## config.mk

```make
export PLATFORM = sky130hd
export DESIGN_NAME = adder_arbiter
export DESIGN_NICKNAME = d
export VERILOG_FILES = /design/src/rtl/arb_pkg.sv /design/src/rtl/adder_arbiter_adder.sv /design/src/rtl/adder_arbiter.sv
export SDC_FILE = /design/constraint.sdc
export NUM_CORES = 1
export LEC_CHECK = 0
export CAP_MARGIN = 10
export CELL_PAD_IN_SITES_DETAIL_PLACEMENT = 1
export CELL_PAD_IN_SITES_GLOBAL_PLACEMENT = 1
export CORE_MARGIN = 2
export CORE_UTILIZATION = 29
export DETAILED_ROUTE_END_ITERATION = 8
export PLACE_DENSITY = 0.72
export SLEW_MARGIN = 20
export SYNTH_ARGS = -nofsm -noshare
export SYNTH_HDL_FRONTEND = slang
export SYNTH_SLANG_ARGS = --single-unit
```

## constraint.sdc

```tcl
create_clock -name clk -period 2.1 [get_ports clk]
set_input_delay 0.21 -clock clk [delete_from_list [all_inputs] [get_ports clk]]
set_output_delay 0.21 -clock clk [all_outputs]
set_load 0.02 [all_outputs]
```

## src/rtl/arb_pkg.sv

```systemverilog
// Shared definitions for the adder arbiter: FSM state encoding and default widths.
package arb_pkg;

  localparam int DEF_NUM_REQ = 4;
  localparam int DEF_DATA_W  = 8;

  typedef enum logic [1:0] {
    IDLE = 2'd0,
    EXEC = 2'd1,
    RESP = 2'd2
  } state_e;

endpackage : arb_pkg

```

## src/rtl/adder_arbiter_adder.sv

```systemverilog
// Shared combinational adder; the result carries the full carry-out bit.
module adder_arbiter_adder #(
  parameter int DATA_W = arb_pkg::DEF_DATA_W
) (
  input  logic [DATA_W-1:0] a_i,
  input  logic [DATA_W-1:0] b_i,
  output logic [DATA_W:0]   sum_o
);

  assign sum_o = {1'b0, a_i} + {1'b0, b_i};

endmodule : adder_arbiter_adder

```

## src/rtl/adder_arbiter.sv

```systemverilog
// One adder shared round-robin among NUM_REQ requesters, one operation in flight:
// IDLE grants and captures operands, EXEC registers the sum, RESP holds it until taken.
module adder_arbiter
  import arb_pkg::*;
#(
  parameter int NUM_REQ = DEF_NUM_REQ,
  parameter int DATA_W  = DEF_DATA_W
) (
  input  logic                       clk,
  input  logic                       rst,
  input  logic [NUM_REQ-1:0]         req_valid,
  input  logic [NUM_REQ*DATA_W-1:0]  req_a,
  input  logic [NUM_REQ*DATA_W-1:0]  req_b,
  output logic [NUM_REQ-1:0]         req_ready,
  output logic                       resp_valid,
  output logic [$clog2(NUM_REQ)-1:0] resp_id,
  output logic [DATA_W:0]            resp_sum,
  input  logic                       resp_ready,
  output logic                       busy
);

  localparam int ID_W = $clog2(NUM_REQ);

  state_e              state_q, state_d;
  logic [ID_W-1:0]     rr_ptr_q, rr_ptr_d;
  logic [ID_W-1:0]     id_q, id_d;
  logic [DATA_W-1:0]   a_q, a_d;
  logic [DATA_W-1:0]   b_q, b_d;
  logic [DATA_W:0]     sum_q, sum_d;
  logic [DATA_W:0]     adder_sum;
  logic [ID_W-1:0]     grant;

  // Scan offsets from the far end down so the lowest offset from ptr wins.
  function automatic logic [ID_W-1:0] rr_pick(input logic [NUM_REQ-1:0] valid,
                                              input logic [ID_W-1:0]    ptr);
    logic [ID_W-1:0] pick;
    pick = ptr;
    for (int i = NUM_REQ - 1; i >= 0; i--) begin
      int idx;
      idx = (int'(ptr) + i) % NUM_REQ;
      if (valid[idx]) pick = ID_W'(idx);
    end
    return pick;
  endfunction

  adder_arbiter_adder #(
    .DATA_W (DATA_W)
  ) u_adder (
    .a_i   (a_q),
    .b_i   (b_q),
    .sum_o (adder_sum)
  );

  assign grant = rr_pick(req_valid, rr_ptr_q);

  // NOTE: every combinational output gets a default first, so no path infers a latch.
  always_comb begin
    state_d   = state_q;
    rr_ptr_d  = rr_ptr_q;
    id_d      = id_q;
    a_d       = a_q;
    b_d       = b_q;
    sum_d     = sum_q;
    req_ready = '0;

    unique case (state_q)
      IDLE: begin
        // The strobe is masked while reset is held so nothing looks accepted.
        if (|req_valid && !rst) begin
          req_ready[grant] = 1'b1;
          a_d              = req_a[grant*DATA_W +: DATA_W];
          b_d              = req_b[grant*DATA_W +: DATA_W];
          id_d             = grant;
          rr_ptr_d         = (grant == ID_W'(NUM_REQ - 1)) ? '0 : grant + 1'b1;
          state_d          = EXEC;
        end
      end
      EXEC: begin
        sum_d   = adder_sum;
        state_d = RESP;
      end
      RESP: begin
        if (resp_ready) state_d = IDLE;
      end
      default: state_d = IDLE;
    endcase
  end

  // NOTE: sequential state uses non-blocking assignments so all flops update together.
  always_ff @(posedge clk or posedge rst) begin
    if (rst) begin
      state_q  <= IDLE;
      rr_ptr_q <= '0;
      id_q     <= '0;
      a_q      <= '0;
      b_q      <= '0;
      sum_q    <= '0;
    end else begin
      state_q  <= state_d;
      rr_ptr_q <= rr_ptr_d;
      id_q     <= id_d;
      a_q      <= a_d;
      b_q      <= b_d;
      sum_q    <= sum_d;
    end
  end

  assign resp_valid = (state_q == RESP);
  assign resp_id    = id_q;
  assign resp_sum   = sum_q;
  assign busy       = (state_q != IDLE);

endmodule : adder_arbiter

```

* Word-level counts from Yosys, hierarchy flattened
Index checks and enable logic that the tools add are counted.
** Word-level totals
- Register bits :: 31
- Input bits :: 71
- Output and inout bits :: 17
- Word-level logic and storage cells :: 61
** Operators by class
- $add $sub $neg :: 5
- $lt $le $gt $ge :: 6
- Eq/ne operators :: 5
- Shift-type cells :: 2
- Mux-type cells :: 23
- Bitwise logic cells :: 3
- Reductions and logical operators :: 11
** Operators by type and width (number)
- $shiftx A32 B6 Y8 :: 2
- $mux W2 :: 7
- $lt A3 B4 Y1 const B :: 3
- $add A8 B8 Y9 :: 1
- $bmux W1 S2 :: 4
- $mux W1 :: 8
- $mux W4 :: 2
- $lt A2 B3 Y1 const B :: 2
- $pmux W2 S3 :: 1
- $reduce_or A2 Y1 :: 3
- $add A2 B1 Y2 const B :: 2
- $add A2 B2 Y2 const B :: 2
- $eq A2 B2 Y1 const B :: 2
- $reduce_and A2 Y1 :: 2
- $reduce_or A4 Y1 :: 1
- $and A1 B1 Y1 const A :: 3
- $demux W1 S2 :: 1
- $eq A2 B1 Y1 const B :: 1
- $ge A2 B1 Y1 const B :: 1
- $logic_and A1 B1 Y1 :: 2
- $logic_not A2 Y1 :: 1
- $ne A2 B1 Y1 const B :: 1
- $ne A2 B2 Y1 const B :: 1
- $reduce_bool A2 Y1 :: 1
- $logic_not A1 Y1 :: 1

* Longest topological paths before layout
Gate-level depths: netlist of the first run.
- Depth in word-level cells :: 16
- Depth in mapped cells :: 8
- Mapped depth without buffers :: 7

* Hierarchy
A second synthesis of the first run with hierarchy kept.
** Second synthesis, totals
- Cell total of the unflattened synthesis :: 216
- Area total of the unflattened synthesis :: 2177.1 um^2
** Modules (own cells, without submodules)
- adder_arbiter :: times used 1, cells each 174, area each 1853.0 um^2, sequential area each 775.7 um^2
- adder_arbiter_adder :: times used 1, cells each 42, area each 324.1 um^2, sequential area each 0.0 um^2

* Worst setup path after synthesis of the first run
OpenSTA, ideal clock, no wires.
- Path type :: flip-flop to flip-flop
- Start point :: register a_q[0]
- End point :: register sum_q[6], in the netlist resp_sum[6]
- Setup time :: 0.095 ns
- Arrival :: 1.835 ns
- Data required time :: 2.005 ns
- Path slack :: 0.170 ns
- Cell stages (with the launch flop) :: 8
- Path buffers :: 0
- Clock period less this slack :: 1.930 ns
- Cell sequence :: dfrtp_1 -> ha_1 -> fa_1 -> a21o_1 -> a21oi_1 -> o21ai_0 -> and3b_1 -> o31ai_1
** Between the ends
- Word-level cells in the longest chain between the ends :: 1
** Ends and longest elaborated chain
- start: declaration :: line adder_arbiter.sv:27 : logic [DATA_W-1:0] a_q, a_d;
- start signal: assignment :: line adder_arbiter.sv:95 : a_q <= '0;
- start signal: assignment :: line adder_arbiter.sv:102 : a_q <= a_d;
- $add A8 B8 Y9 :: line adder_arbiter_adder.sv:10 : assign sum_o = {1'b0, a_i} + {1'b0, b_i};
- end signal: assignment :: line adder_arbiter.sv:104 : sum_q <= sum_d;
- end: declaration :: line adder_arbiter.sv:29 : logic [DATA_W:0] sum_q, sum_d;
Every way passes these cells.
A chain may end at the register's enable or synchronous reset.

* Final worst setup path of the first run
- Start point :: input port req_valid[0]
- End point :: output port req_ready[3]
** Between the ends
- Word-level cells in the longest chain between the ends :: 13
- Elaborated cells on any way between the ends :: 24
- Those cells by class :: order compare (2); mux (19); reduce/logical (3)
** Ends and longest elaborated chain
- start: declaration :: line adder_arbiter.sv:11 : input logic [NUM_REQ-1:0] req_valid,
- $bmux W1 S2 :: line adder_arbiter.sv:41 : if (valid[idx]) pick = ID_W'(idx);
- $mux W1 (implied by the code) (2 in a row) :: line adder_arbiter.sv:41
- $mux W2 (4 in a row) :: line adder_arbiter.sv:41
- $lt A2 B3 Y1 (implied by the code) or $ge A2 B1 Y1 (tied branches) :: line adder_arbiter.sv:70 : req_ready[grant] = 1'b1;
- $logic_and A1 B1 Y1 (implied by the code) :: line adder_arbiter.sv:70
- $mux W1 (implied by the code) :: line adder_arbiter.sv:70
- $demux W1 S2 :: line adder_arbiter.sv:70
- $mux W4 (*) :: line adder_arbiter.sv:69 : if (|req_valid && !rst) begin
- $mux W4 (*) :: line adder_arbiter.sv:66 : unique case (state_q)
- end: declaration :: line adder_arbiter.sv:14 : output logic [NUM_REQ-1:0] req_ready,
Every way passes the cells marked *; elsewhere a longest branch is shown, timed or not. The select of a mux whose other input is x is not followed.

==> flow_metrics.env, run 1 <==
export IMPL_crit_path_max_incr_delay_ns=0.47
export IMPL_cts_buffers=5
export IMPL_drv_cap=0
export IMPL_drc=0
export IMPL_finalNetCount=397
export IMPL_antenna_found_initial=0
export IMPL_rr_startpoint="a_q[0]"
export IMPL_die_width_um=91.02
export IMPL_route_met2_wl_mm=3.684
export IMPL_initial_core_util_pct=30.11
export IMPL_synth_top_cell_area_share_pct=35.33
export IMPL_drt_iter0_markers=51
export IMPL_routed_wl_met3_um=260
export IMPL_path_cells="clkdlybuf4s50_1, nor2b_1, buf_4, o21bai_4, nand3_4, inv_2, ha_2, and2_1, buf_2"
export IMPL_netlist_instances=217
export IMPL_layout_drive_gt1_share_pct=20.95
export IMPL_cts_tree="built"
export IMPL_place_congestion=0.8214
export IMPL_worst_pin_slew_ns=0.4697
export IMPL_status="finished clean"
export IMPL_syn_to_final_growth_pct=53.90
export IMPL_ys_top_cells_by_area="dfrtp_1 35%, o221a_1 6.7%, o2111ai_1 6.4%"
export IMPL_period_needed_ns=2.039
export IMPL_hold_violations=0
export IMPL_nFillCells=867
export IMPL_clk_pin_slew_worst_paths_ns=0.06
export IMPL_synth_fa_ha_area_share_pct=6.040
export IMPL_irDropWorstVdd_uv=385.1
export IMPL_via_count=2112
export IMPL_portBuffers=87
export IMPL_finalWirelength_mm=7.113
export IMPL_syn_area_um2=2196
export IMPL_async_flop_share_pct=100.0
export IMPL_wl_per_cell_um=17.18
export IMPL_synth_enable_flop_cells=0
export IMPL_finalCritPeriodShare_pct=97.11
export IMPL_ys_flop_type="dfrtp_1"
export IMPL_top_layer="met4"
export IMPL_critPathKind="input pin to primary output"
export IMPL_p_leak_nw=1.421
export IMPL_ant_nets=0
export IMPL_gr_total_overflow=0
export IMPL_ys_ff_latch=31
export IMPL_cp_slowest_cell="clkdlybuf4s50_1"
export IMPL_ys_warn_count=0
export IMPL_crit_arrival_ns=1.83
export IMPL_yosys_top_cells_count="31 x dfrtp_1, 23 x inv_1, 16 x nand4_1, 16 x o2111ai_1, 13 x o221a_1"
export IMPL_synth_compound_area_share_pct=23.42
export IMPL_setup_viol=0
export IMPL_cts_sinks=31
export IMPL_clock_path_buffers=2
export IMPL_dp_hpwl_mm=5.565
export IMPL_maxSlewViolCount=0
export IMPL_row_count=31
export IMPL_antenna_cells=0
export IMPL_timing_fmax_ghz=0.4903
export IMPL_synth_xor_xnor_area_share_pct=1.197
export IMPL_grt_start_max_net_pins=32
export IMPL_worst_ep_required_time_ns=1.89
export IMPL_synth_top_family_by_area="compound AO/OA/AOI/OAI gates"
export IMPL_yosysMostFrequentCell="dfrtp_1"
export IMPL_ys_seq_area_share_pct=35.33
export IMPL_cp_buffers_inverters=4
export IMPL_dp_cells=407
export IMPL_core_um2=7292
export IMPL_yosys_area_share_simple_pct=14.70
export IMPL_cts_root_buf="clkbuf_8"
export IMPL_grt_pass1_wl_mm=11.61
export IMPL_hold_path_class="input pin to async pin"
export IMPL_start_kind="input pin"
export IMPL_dr_pass1_iters=4
export IMPL_power_mw=4.479
export IMPL_fp_dieH_um=91.02
export IMPL_crit_family="buffers and inverters"
export IMPL_h_tree_depth=2
export IMPL_rsz0062_at_grt="true"
export IMPL_slew_headroom_pct=68.69
export IMPL_die_area_um2=8284
export IMPL_startpoint="req_valid[0]"
export IMPL_clk_latency_ns=0.28
export IMPL_grt_util_all_layers_pct=17.50
export IMPL_grt_pass1_vias=2262
export IMPL_wl_met1_mm=3.127
export IMPL_synth_cell_types=43
export IMPL_syn_avg_cell_area_um2=10.12
export IMPL_holdBufCountCts=0
export IMPL_p_per_area_nw_per_um2=1325
export IMPL_fin_skew_ns=0.005913
export IMPL_synthMuxAreaShare_pct=11.79
export IMPL_end_kind="primary output"
export IMPL_io_pin_count=88
export IMPL_yosysTopAreaCell="dfrtp_1"
export IMPL_worstPathMaxFanout=5
export IMPL_syn_num_nets=298
export IMPL_stdcell_count=414
export IMPL_vias_per_cell=5.101
worst paths after layout:
check                           cells after the start           end  slack [ns]
worst max register to register                      7   resp_sum[8]        0.13
min in group clk                                    2   resp_sum[6]        0.48
worst max-delay path                                9  req_ready[3]        0.06
worst min-delay path                                3    resp_id[1]        0.42
max in group asynchronous                           3        a_q[3]        1.38
worst min register to register                      2   resp_sum[6]        0.48
cells by family (layout without fill, tap and decap cells):
kind of cell	Yosys count	count (layout)
adder cells (fa/ha/maj)	10	10
AO/OA/AOI/OAI	58	58
multiplexers	20	20
buffers and inverters	40	138
flip-flops	31	31
XOR/XNOR	3	3
AND/OR/NAND/NOR	55	55
flip-flops by register name (all words and copies together) (netlist names):
| signal | flops |
|---|---|
| resp_id | 2 |
| resp_sum | 9 |
| b_q | 8 |
| a_q | 8 |
| state_q | 2 |
| rr_ptr_q | 2 |
worst reg2reg max path, stage by stage, from the launching register on:
cell and delay (ns):
dfrtp_1 0.40, ha_1 0.24, fa_2 0.35, a21o_1 0.19
a21oi_2 0.18, o21ai_0 0.09, and3b_1 0.21, o21a_1 0.19
routing by layer:
layer / global-route usage (%) / up-vias
li1: - / 1022
met1: 22.45 / 1038
met2: 30.86 / 47
met3: 2.656 / 5
met4: 4.167 / 0
met5: 0 / -
final cells by class:
cell class / count / area (µm²) / area share, %
Tap cell: 99 / 123.9 / 3.665
Sequential cell: 31 / 775.7 / 22.95
Clock buffer: 6 / 72.57 / 2.147
Multi-Input combinational cell: 146 / 1300 / 38.47
Inverter: 24 / 90.09 / 2.666
Timing Repair Buffer: 108 / 1017 / 30.10
metrics by stage:
stage	util (%)	TNS [ns]	worst slack [ns]	hold WS (ns)	cell area, µm²
3_3_place_gp	44.87	-3.138	-0.3423	0.4600	3272
3_5_place_dp	44.87	-4.193	-0.4140	0.4649	3272
4_1_cts	45.90	0	0.01815	0.4310	3347
6_report	46.35	0	0.06059	0.4190	3379
5_1_grt	46.35	-0.1149	-0.04610	0.4703	3379
2_1_floorplan	-	0	0.1699	0.3135	2196
where the power goes:
part | switching (mW) | leakage [nW] | internal [mW]
sequential | 0.203 | 0.356 | 0.898
combinational | 1.47 | 1.03 | 1.48
clock | 0.206 | 0.0371 | 0.220
cell usage in the layout, fill, tap and decap left out, drive strengths merged, types with 2 or more instances in the layout:
cell type	netlist	routed
nor4	2	2
and3	4	4
buf	8	25
dfrtp	31	31
clkdlybuf4s50	0	82
clkbuf	8	6
o21ai	6	6
and2	2	2
nor3	4	4
a211oi	2	2
o21bai	2	2
a21o	2	2
ha	9	9
o31ai	2	2
o221a	16	16
nand2b	2	2
inv	24	24
xnor2	2	2
and3b	2	2
nor2b	4	4
nand2	7	7
nand4	16	16
o21a	2	2
mux2	20	20
a21oi	6	6
or3	2	2
nor2	8	8
o2111ai	16	16
timing repair:
item / CTS / global route
pin swaps: 1 / 2
gates resized for setup: 20 / 10
buffers inserted: 0 / 1
endpoints found under the setup margin: 6 / 13
(Power assumes the default switching activity.)
==> run 2, diff against run 1 <==
CORE_UTILIZATION = 35   (was 29)
PLACE_DENSITY = 0.82   (was 0.72)
clock period = 2.4 ns   (was 2.1 ns; I/O delays follow)
==> run 2 against run 1 <==
Core utilization up 9.4 points. Clock power increased by 27%. Flip-flop and latch count did not move. Cell count fell by 6.3%. Via count increased by 1.4%. Worst setup slack improved by 0.050 ns. Wire length down 1.7%. Non-clock buffer count fell by 4. Design area down 1.1%. Total power down 12%. Clock-buffer cell count did not move. First-iteration DRC count grew 73%. Largest cell class unchanged.
==> flow_metrics.env, run 2 (same netlist as run 1, synthesis figures left out) <==
export IMPL_status="finished clean"
export IMPL_vias_per_cell=5.521
export IMPL_fin_area_um2=3341
export IMPL_drt_iter0_markers=88
export IMPL_worst_ep_required_time_ns=2.16
export IMPL_whs_ns=0.4518
export IMPL_hold_path_class="input pin to async pin"
export IMPL_power_mw=3.958
export IMPL_worst_slack_ns=0.1104
export IMPL_post_cts_buffers=0
export IMPL_fin_util_pct=55.76
export IMPL_cts_resized=6
export IMPL_final_cell_mix="83 x clkdlybuf4s50_1, 31 x dfrtp_1, 23 x inv_1"
export IMPL_crit_arrival_ns=2.05
export IMPL_row_count=28
export IMPL_hold_violations=0
export IMPL_worst_pin_slew_ns=0.6000
export IMPL_irDropWorstVdd_uv=566.2
export IMPL_dp_slack_ns=-0.1371
export IMPL_finalNetCount=393
export IMPL_holdBufCountCts=0
export IMPL_finalCritPeriodShare_pct=95.40
export IMPL_clock_path_buffers=2
export IMPL_portBuffers=87
export IMPL_clk_latency_ns=0.29
export IMPL_stdcell_count=388
export IMPL_cts_tree="built"
export IMPL_nFillCells=665
export IMPL_rsz0062_at_grt="false"
export IMPL_clk_pin_slew_worst_paths_ns=0.07
export IMPL_via_count=2142
export IMPL_grt_pass1_wl_mm=11.35
export IMPL_wl_per_cell_um=18.02
export IMPL_start_kind="input pin"
export IMPL_seq_area_um2=775.7
export IMPL_slew_headroom_pct=60.00
export IMPL_post_dp_cell_area_um2=3219
export IMPL_gr_total_overflow=0
export IMPL_cts_root_buf="clkbuf_8"
export IMPL_ant_nets=0
export IMPL_fp_dieH_um=83.21
export IMPL_core_um2=5991
export IMPL_critPathKind="input pin to primary output"
export IMPL_maxSlewViolCount=0
export IMPL_antenna_cells=0
export IMPL_cts_sinks=31
export IMPL_initial_core_util_pct=36.65
export IMPL_grt_start_max_net_pins=32
export IMPL_worstPathMaxFanout=5
export IMPL_layout_drive_gt1_share_pct=17.57
export IMPL_grt_pass1_vias=2243
export IMPL_largest_reg_flops=9
export IMPL_antenna_found_initial=0
export IMPL_finalWirelength_mm=6.990
export IMPL_die_width_um=83.21
export IMPL_multiInputGateArea_um2=1270
export IMPL_drc=0
export IMPL_p_leak_nw=1.429
export IMPL_setup_viol=0
export IMPL_grt_util_all_layers_pct=20.55
export IMPL_io_pin_count=88
export IMPL_syn_to_final_growth_pct=52.14
export IMPL_dr_pass1_iters=4
export IMPL_fin_setup_tns_ns=0
export IMPL_dp_hpwl_mm=5.394
export IMPL_drv_cap=0
export IMPL_cts_buffers=5
export IMPL_timing_fmax_ghz=0.4367
export IMPL_fin_skew_ns=0.003274
export IMPL_p_per_area_nw_per_um2=1185
export IMPL_h_tree_depth=2
export IMPL_end_kind="primary output"
export IMPL_period_needed_ns=2.290
export IMPL_die_area_um2=6923
export IMPL_place_congestion=0.7664
export IMPL_dp_cells=380
export IMPL_final_common_cell="clkdlybuf4s50_1"
## run 2: worst max-delay path: stages
cell and delay [ns]:
clkdlybuf4s50_1 0.47, nor2b_2 0.21, nor4_1 0.31, nor2_1 0.10, inv_1 0.08, nand2_1 0.07, nor2_1 0.19, dlygate4sd2_1 0.37
## run 2: where the power goes
| part | internal, mW | total, mW | switching [mW] |
|---|---|---|---|
| registers | 0.785 | 0.961 | 0.176 |
| clock network | 0.336 | 0.539 | 0.203 |
| logic | 1.21 | 2.46 | 1.25 |
## run 2: layout make-up
type	instances	share of cell area, %
Sequential cell	31	23.22
Inverter	24	2.697
Tap cell	75	2.809
Timing Repair Buffer	104	29.74
Clock buffer	6	2.472
Multi-Input combinational cell	146	38.02
Clock inverter	2	1.049
## run 2: routing by layer
layer  wire length (µm)  track usage (%)  share of wire [%]  up-vias
li1                   -                -                  -     1025
met1               2946            25.93                 42     1034
met2               3530            35.19                 51       72
met3                372            3.181                5.3       11
met4                140            7.899                2.0        0
met5                  0                0                  0        -
## run 2: final timing paths
| kind | startpoint | end | slack, ns | cells past startpoint |
|---|---|---|---|---|
| setup / recovery | req_valid[0] | req_ready[2] | 0.11 | 8 |
| max in group asynchronous | rst | resp_id[0] | 1.65 | 3 |
| hold / removal | rst | a_q[7] | 0.45 | 3 |
| min in group clk | resp_sum[6] | resp_sum[6] | 0.48 | 2 |
| hold reg to reg | resp_sum[6] | resp_sum[6] | 0.48 | 2 |
| setup reg to reg | a_q[0] | resp_sum[6] | 0.22 | 7 |
==> run 3, diff against run 2 <==
ABC_AREA = 1   (was unset)
CORE_UTILIZATION = 33   (was 35)
PLACE_DENSITY = 0.83   (was 0.82)
==> run 3 against run 2 <==
Hold slack worse by 0.018 ns. Via count grew 20%. Core utilization fell by 5.7 points. Highest routed layer unchanged.
==> flow_metrics.env, run 3 <==
export IMPL_status="finished clean"
export IMPL_fin_setup_tns_ns=0
export IMPL_worst_ep_required_time_ns=2.16
export IMPL_synth_cell_types=30
export IMPL_dr_pass1_iters=4
export IMPL_gr_total_overflow=0
export IMPL_seq_area_um2=777.0
export IMPL_yosysMostFrequentCell="nand2_1"
export IMPL_crit_path_max_incr_delay_ns=0.49
export IMPL_top_layer="met4"
export IMPL_finalCritPeriodShare_pct=93.90
export IMPL_hold_violations=0
export IMPL_fin_skew_ns=0.01260
export IMPL_p_leak_nw=1.661
export IMPL_grt_pass1_vias=2633
export IMPL_crit_arrival_ns=2.01
export IMPL_cts_buffers=5
export IMPL_clock_path_buffers=2
export IMPL_fin_util_pct=50.04
export IMPL_via_count=2575
export IMPL_stdcell_count=510
export IMPL_yosys_top_cells_count="121 x nand2_1, 87 x nand3_1, 31 x dfrtp_1, 18 x inv_1, 16 x nor2_1"
export IMPL_multiInputGateArea_um2=1314
export IMPL_dp_hpwl_mm=5.646
export IMPL_hold_path_class="input pin to async pin"
export IMPL_wl_met1_mm=3.467
export IMPL_synth_enable_flop_cells=0
export IMPL_cp_buffers_inverters=3
export IMPL_netlist_instances=336
export IMPL_die_area_um2=7641
export IMPL_largest_reg_flops=9
export IMPL_rr_startpoint="rr_ptr_q[0]"
export IMPL_wl_per_cell_um=14.45
export IMPL_cp_slowest_cell="dfrtp_2"
export IMPL_row_count=30
export IMPL_drc=0
export IMPL_worst_pin_slew_ns=0.7018
export IMPL_ys_top_cells_by_area="dfrtp_1 34%, nand2_1 20%, nand3_1 19%"
export IMPL_clk_pin_slew_worst_paths_ns=0.07
export IMPL_final_common_cell="nand2_1"
export IMPL_vias_per_cell=5.049
export IMPL_synth_top_cell_area_share_pct=33.79
export IMPL_path_cells="inv_6, nand2_1, nand3_1, nand3_1, nand3_1, nand2_1, nand2_1, nand2_4, nor2_1, inv_1, nor2_1, clkbuf_2"
export IMPL_ys_ff_latch=31
export IMPL_end_kind="primary output"
export IMPL_h_tree_depth=2
export IMPL_place_congestion=0.8867
export IMPL_ys_warn_count=0
export IMPL_routed_wl_met3_um=410
export IMPL_post_cts_buffers=0
export IMPL_nFillCells=864
export IMPL_syn_avg_cell_area_um2=6.833
export IMPL_syn_area_um2=2296
export IMPL_ys_flop_type="dfrtp_1"
export IMPL_yosysTopAreaCell="dfrtp_1"
export IMPL_slew_headroom_pct=53.16
export IMPL_timing_fmax_ghz=0.4438
export IMPL_cts_tree="built"
export IMPL_fp_dieH_um=87.41
export IMPL_dp_slack_ns=-0.2574
export IMPL_p_per_area_nw_per_um2=1505
export IMPL_syn_num_nets=417
export IMPL_drv_cap=0
export IMPL_maxSlewViolCount=0
export IMPL_worstPathMaxFanout=9
export IMPL_finalNetCount=511
export IMPL_grt_util_all_layers_pct=20.71
export IMPL_clk_latency_ns=0.30
export IMPL_critPathKind="flip-flop to primary output"
export IMPL_crit_family="simple AND/OR/NAND/NOR gates"
export IMPL_ant_nets=0
export IMPL_final_cell_mix="121 x nand2_1, 87 x nand3_1, 83 x clkdlybuf4s50_1"
export IMPL_grt_pass1_wl_mm=12.49
export IMPL_period_needed_ns=2.253
export IMPL_worst_slack_ns=0.1465
export IMPL_syn_to_final_growth_pct=47.25
export IMPL_setup_viol=0
export IMPL_core_um2=6756
export IMPL_holdBufCountCts=0
export IMPL_cts_sinks=31
export IMPL_rsz0062_at_grt="true"
export IMPL_antenna_cells=0
export IMPL_portBuffers=87
export IMPL_grt_start_max_net_pins=33
export IMPL_ys_seq_area_share_pct=33.79
export IMPL_dp_cells=503
export IMPL_startpoint="rr_ptr_q[0]"
export IMPL_route_met2_wl_mm=3.388
export IMPL_io_pin_count=88
export IMPL_drt_iter0_markers=52
export IMPL_cts_root_buf="clkbuf_8"
export IMPL_irDropWorstVdd_uv=725.2
export IMPL_antenna_found_initial=0
export IMPL_layout_drive_gt1_share_pct=9.767
export IMPL_finalWirelength_mm=7.372
export IMPL_start_kind="flip-flop"
export IMPL_async_flop_share_pct=100.0
export IMPL_die_width_um=87.41
export IMPL_initial_core_util_pct=33.98
## run 3: path summary, 6_finish.rpt
| check | slack (ns) | endpoint | cells past startpoint |
|---|---|---|---|
| worst min register to register | 0.49 | resp_sum[2] | 2 |
| worst min-delay path | 0.43 | a_q[7] | 2 |
| max in group asynchronous | 1.43 | rr_ptr_q[0] | 3 |
| min in group clk | 0.49 | resp_sum[2] | 2 |
| worst max-delay path | 0.15 | req_ready[0] | 12 |
| worst max register to register | 0.27 | a_q[1] | 15 |
## run 3: timing repair
item	CTS	global route
endpoints found under the setup margin	4	4
pin swaps	0	0
hold endpoints to repair	0	0
resized for setup	11	8
## run 3: area by class of cell
type / count / area share [%]
clock buffer: 6 / 2.147
clock inverter: 1 / 0.8882
inverter: 23 / 2.702
multi-input combinational: 265 / 38.86
sequential: 31 / 22.98
tap: 80 / 2.961
timing repair buffer: 104 / 29.46
## run 3: metrics by stage
stage	area [µm²]	total power, mW	hold slack, ns
after floorplan	2296	3.555	0.3435
final	3381	5.088	0.4334
after CTS	3395	5.126	0.4268
after global routing	3381	5.660	0.4862
after global placement	3288	4.474	0.4671
after detailed placement	3288	4.589	0.4738
## run 3: layer usage
layer / vias up / track usage, %
met3: 11 / 4.929
met5: - / 0
met2: 79 / 33.26
met1: 1197 / 27.87
met4: 0 / 5.455
li1: 1288 / -
## run 3: cells by family after synthesis
family	after synthesis	synth area share [%]
simple gates	233	45.61
buf+inv	40	9.154
flops	31	33.79
compound gates	20	4.905
fa+ha+maj	10	5.777
xor+xnor	2	0.7631
## run 3: power breakdown
group	switching [mW]	internal, mW
sequential	0.199	0.787
clock	0.197	0.304
combinational	2.19	1.41
total	2.58	2.50
